$ cat src/rtl/rr_grant_scheduler.sv
// rr_grant_scheduler
//   Round-robin arbiter sharing one resource among WIDTH requesters. A grant
//   is registered and held until the owner pulses its done bit, drops its
//   request, or has held the grant for MAX_HOLD cycles (MAX_HOLD=0: no limit).
//   After every release the priority pointer moves to the slot just past the
//   releasing owner, so a continuously requesting client is never starved.
//
// Ports
//   clk        clock, rising edge
//   rst        synchronous active-high reset
//   en         allows new grants to be issued; never cuts an active grant
//   requests   per-requester level request
//   done       per-requester release strobe; only the owner's bit is used
//   sel        registered one-hot grant, all-zero when idle
//   gnt_valid  registered, equals |sel
//   gnt_id     binary index of the owner, 0 when idle
//   timeout    one-cycle pulse on the first idle cycle after a forced release
module rr_grant_scheduler #(
    parameter int unsigned WIDTH    = 4,
    parameter int unsigned MAX_HOLD = 8,
    localparam int unsigned IDW     = (WIDTH > 1) ? $clog2(WIDTH) : 1
) (
    input  logic             clk,
    input  logic             rst,
    input  logic             en,
    input  logic [WIDTH-1:0] requests,
    input  logic [WIDTH-1:0] done,
    output logic [WIDTH-1:0] sel,
    output logic             gnt_valid,
    output logic [IDW-1:0]   gnt_id,
    output logic             timeout
);

    localparam int unsigned HCW = (MAX_HOLD < 2) ? 1 : $clog2(MAX_HOLD + 1);

    typedef enum logic {IDLE, BUSY} state_t;

    state_t           state_q, state_d;
    logic [IDW-1:0]   ptr_q, ptr_d;
    logic [IDW-1:0]   owner_q, owner_d;
    logic [HCW-1:0]   hold_q, hold_d;
    logic [WIDTH-1:0] sel_q, sel_d;
    logic             gnt_valid_q, gnt_valid_d;
    logic [IDW-1:0]   gnt_id_q, gnt_id_d;
    logic             timeout_q, timeout_d;

    logic [IDW-1:0]   winner;
    logic             found;
    int unsigned      idx;
    logic             grant_go;
    logic             hold_hit;
    logic             release_go;
    logic             timeout_go;

    // Winner search starting at ptr. The index is folded back below WIDTH
    // explicitly so non-power-of-two WIDTH wraps correctly.
    always_comb begin
        winner = '0;
        found  = 1'b0;
        idx    = 0;
        for (int unsigned i = 0; i < WIDTH; i++) begin
            idx = int'(ptr_q) + i;
            if (idx >= WIDTH) begin
                idx = idx - WIDTH;
            end
            if (!found && requests[IDW'(idx)]) begin
                found  = 1'b1;
                winner = IDW'(idx);
            end
        end
    end

    // Release causes, in priority order: done, request drop, hold limit.
    // timeout only fires when the hold limit is the sole reason.
    always_comb begin
        hold_hit   = (MAX_HOLD != 0) && (hold_q == HCW'(MAX_HOLD));
        grant_go   = (state_q == IDLE) && en && found;
        release_go = (state_q == BUSY) &&
                     (done[owner_q] || !requests[owner_q] || hold_hit);
        timeout_go = (state_q == BUSY) &&
                     !done[owner_q] && requests[owner_q] && hold_hit;
    end

    // State register
    always_ff @(posedge clk) begin
        if (rst) begin
            state_q     <= IDLE;
            ptr_q       <= '0;
            owner_q     <= '0;
            hold_q      <= '0;
            sel_q       <= '0;
            gnt_valid_q <= 1'b0;
            gnt_id_q    <= '0;
            timeout_q   <= 1'b0;
        end else begin
            state_q     <= state_d;
            ptr_q       <= ptr_d;
            owner_q     <= owner_d;
            hold_q      <= hold_d;
            sel_q       <= sel_d;
            gnt_valid_q <= gnt_valid_d;
            gnt_id_q    <= gnt_id_d;
            timeout_q   <= timeout_d;
        end
    end

    // Next-state logic
    always_comb begin
        state_d = state_q;
        ptr_d   = ptr_q;
        owner_d = owner_q;
        hold_d  = hold_q;
        case (state_q)
            IDLE: begin
                if (grant_go) begin
                    state_d = BUSY;
                    owner_d = winner;
                    hold_d  = HCW'(1);
                end
            end
            BUSY: begin
                if (release_go) begin
                    state_d = IDLE;
                    hold_d  = '0;
                    ptr_d   = (owner_q == IDW'(WIDTH - 1)) ? '0 : owner_q + IDW'(1);
                end else begin
                    hold_d  = hold_q + HCW'(1);
                end
            end
            default: state_d = IDLE;
        endcase
    end

    // Output logic (values loaded into the output registers)
    always_comb begin
        sel_d       = '0;
        gnt_valid_d = 1'b0;
        gnt_id_d    = '0;
        timeout_d   = 1'b0;
        case (state_q)
            IDLE: begin
                if (grant_go) begin
                    sel_d[winner] = 1'b1;
                    gnt_valid_d   = 1'b1;
                    gnt_id_d      = winner;
                end
            end
            BUSY: begin
                if (release_go) begin
                    timeout_d = timeout_go;
                end else begin
                    sel_d       = sel_q;
                    gnt_valid_d = 1'b1;
                    gnt_id_d    = owner_q;
                end
            end
            default: ;
        endcase
    end

    assign sel       = sel_q;
    assign gnt_valid = gnt_valid_q;
    assign gnt_id    = gnt_id_q;
    assign timeout   = timeout_q;

endmodule
$ cat config.mk
export PLATFORM = sky130hd
export DESIGN_NAME = rr_grant_scheduler
export DESIGN_NICKNAME = d
export VERILOG_FILES = /design/src/rtl/rr_grant_scheduler.sv
export SDC_FILE = /design/constraint.sdc
export NUM_CORES = 1
export LEC_CHECK = 0
export CAP_MARGIN = 20
export CORE_ASPECT_RATIO = 1.2
export CORE_MARGIN = 3
export CORE_UTILIZATION = 43
export DETAILED_ROUTE_END_ITERATION = 8
export GPL_TIMING_DRIVEN = 1
export PLACE_DENSITY_LB_ADDON = 0.25
export SYNTH_ARGS = -nofsm -noshare
export SYNTH_HDL_FRONTEND = slang
export SYNTH_SLANG_ARGS = --single-unit
$ cat constraint.sdc
create_clock -name clk -period 1.4 [get_ports clk]
set_input_delay 0.21 -clock clk [delete_from_list [all_inputs] [get_ports clk]]
set_output_delay 0.21 -clock clk [all_outputs]
set_load 0.01 [all_outputs]
==> out/results.txt, run 1 <==
Worst stage delay on the critical path = 550 ps
Drc violations = 0
PortBufs = 18
Synth warn = 0
HP Class = reg2reg
Filler cells = 122
Sw Ratio = 25.8%
Max Clk Rate = 0.678 GHz
Kind of critical path = reg2reg
Total congestion overflow = 0
Relative slew slack = 81.3%
HPWL Detailed = 1.66 mm
Num CTS Buffers = 3
Post-route ant nets = 0
Gpl congestion = 0.767
Final Critical Period = 1480 ps
Setup ws final = -75.9 ps
Unique masters post-synth = 36
CP Launch Type = flop
Core Util, Final = 74.6%
Vias in the first global route = 825
Yosys top cell area share = 38.7%
CP max-delay cell = mux4_2
Worst Skew = 7.36 ps
Cell with the most instances after synthesis = dfxtp_1
Worst-Margin Slew = 277 ps
Internal power = 759 µW
VDD IR max = 0.772 mV
P per Cell Area = 797 nW/µm²
Final hold violations = 0
Sequential share of power = 47.9%
Max-capacitance violation count = 0
# IOs = 19
Worst Path Required = 1580 ps
Yosys top cell by area = dfxtp_1
Syn nets = 107
Clock power share = 29.4%
WL final = 2.24 mm
Crit path capture type = flop
# diodes = 0
Psw = 264 µW
Cell breakdown of the critical path = mux4_2 -> a21boi_4 -> mux2_4
Area contributors post-synth = dfxtp_1 (39%), nor2b_1 (7.6%), ha_1 (4.5%)
Fin Setup TNS = -138 ps
Total track usage = 19.6%
Num rows = 16
Final nets = 149
Placed Area = 1170 µm²
Failing checks = negative setup slack
Core ar. = 1720 µm²
Final Cell Area = 1280 µm²
Initial drt markers = 18
RSZ-0062 raised after global routing = true
CTS Sinks = 16
Die Area = 2490 µm²
Comb pwr share = 22.7%
Outcome = finished, violations left
Final Max Slew Viols = 0
Cell count after placement = 146
CTS tree = yes
Number of synthesized flops with an enable pin = 0
Die height = 54.1 µm
Initial antenna violation count = 0
Top Family by Delay on Critical Path = multiplexers
Drt wl/cell = 14.7 µm
Final setup vio count = 3
DR pass1 iterations = 4
Worst-path fanout max = 2
Synthesized flop and latch total = 16
Top FF cell, synth = dfxtp_1
Cell count after synthesis = 93
Syn avg cell area = 8.91 µm²
Post-cts hold buffer count = 0
Layout cells sized above 1 = 30.6%
Leak = 0.607 nW
Clk root buf = clkbuf_4
Worst-skew pair later-pin latency = 280 ps
Final std cells w/o fill = 152
Htree depth = 1
Post-synth ARST share = 0%
CP bufs+invs = 0
CP arrival = 1660 ps
Post-synth top cells = dfxtp_1 (16), nor2b_1 (10), nand2_1 (6), nand3_1 (6), a21oi_1 (5)
Pin count of the biggest net entering global routing = 12
Die Width = 46.1 µm
Via density = 5.49
CTS Buffer Depth = 2
Post-Syn Area = 828 µm²
Area Growth Syn to Fin = 55.0%
Worst-path clk slew = 100 ps
Fin crit share = 105%
Vias = 835
Starting Density = 48.1%
Sequential area share after synthesis = 38.7%
First-pass GRT wire length = 3.56 mm
logic make-up after synthesis:
logic type / after synthesis / share of synthesized area (%)
buffers and inverters: 8 / 4.08
muxes: 3 / 5.29
AOI/OAI and AO/OA: 24 / 21.1
and+or+nand+nor: 39 / 26.3
DFF: 16 / 38.7
adders and majority gates: 3 / 4.53
worst min-delay path, stage by stage (launching register included):
cell      delay, ps
dfxtp_1         320
nand2b_1         70
o32ai_1          70
power groups by stage:
stage	clock network (mW)	logic (mW)	registers (mW)
floorplan	0	0.0942	0.499
global placement	0	0.208	0.497
detailed placement	0	0.214	0.498
CTS	0.307	0.210	0.488
global route	0.331	0.253	0.492
finish	0.301	0.232	0.490
layout make-up:
class                           count  area, µm²  share of cell area [%]
Inverter                            4       15.0                    1.17
Sequential cell                    16        324                    25.2
Multi-Input combinational cell     69        524                    40.8
Clock buffer                        4       36.3                    2.83
Tap cell                           18       22.5                    1.75
Timing Repair Buffer               41        362                    28.2
worst paths after layout:
kind	start	end	slack (ps)	cells past startpoint
hold / removal	sel[1]	sel[1]	500	2
setup / recovery	owner_q[1]	ptr_q[0]	-80	3
setup reg to reg	owner_q[1]	ptr_q[0]	-80	3
hold reg to reg	sel[1]	sel[1]	500	2
layer usage:
metal  wire length, µm  track usage, %  up-vias
met3                37            3.34        4
met2              1250            35.6        9
met1               913            22.8      399
met5                 0               0        -
met4                31            5.69        0
li1                  -               -      423
registers in the layout, summed over array words and instances (netlist names):
signal,count
gnt_valid,1
hold_q,4
timeout,1
ptr_q,2
owner_q,2
sel,4
gnt_id,2
through the flow:
| stage | worst slack, ps | hold WS, ps | total power [mW] |
|---|---|---|---|
| after floorplan | -73.6 | 427 | 0.593 |
| after global placement | -474 | 467 | 0.705 |
| after detailed placement | -548 | 481 | 0.712 |
| after CTS | -64.7 | 490 | 1.00 |
| after global routing | -96.9 | 525 | 1.08 |
| final | -75.9 | 499 | 1.02 |
cells in the final DEF (no fill, tap or decap), drive strengths merged, types with 3 or more instances in the layout:
cell and count:
ha 3, nor2b 10, nor2 3, dlymetal6s2s 5, a21oi 5, nand2b 4, dfxtp 16, buf 23
inv 4, nand2 6, clkbuf 4, clkdlybuf4s50 4, nand3 6, dlygate4sd2 9, o32ai 4
timing repair:
action | CTS | global route
setup buffers | 0 | 2
setup endpoints to repair | 17 | 16
gates resized for setup | 13 | 18
pin swaps | 1 | 2
Note: power is estimated with default switching activity, not from simulation.
==> run 2: changes to the inputs <==
--- a/config.mk
+++ b/config.mk
@@ -12,6 +12,7 @@
 export DETAILED_ROUTE_END_ITERATION = 8
 export GPL_TIMING_DRIVEN = 1
 export PLACE_DENSITY_LB_ADDON = 0.25
+export SLEW_MARGIN = 20
 export SYNTH_ARGS = -nofsm -noshare
 export SYNTH_HDL_FRONTEND = slang
 export SYNTH_SLANG_ARGS = --single-unit
==> results of run 2 <==
No change in the layout: final DEF, timing and power equal those of run 1.
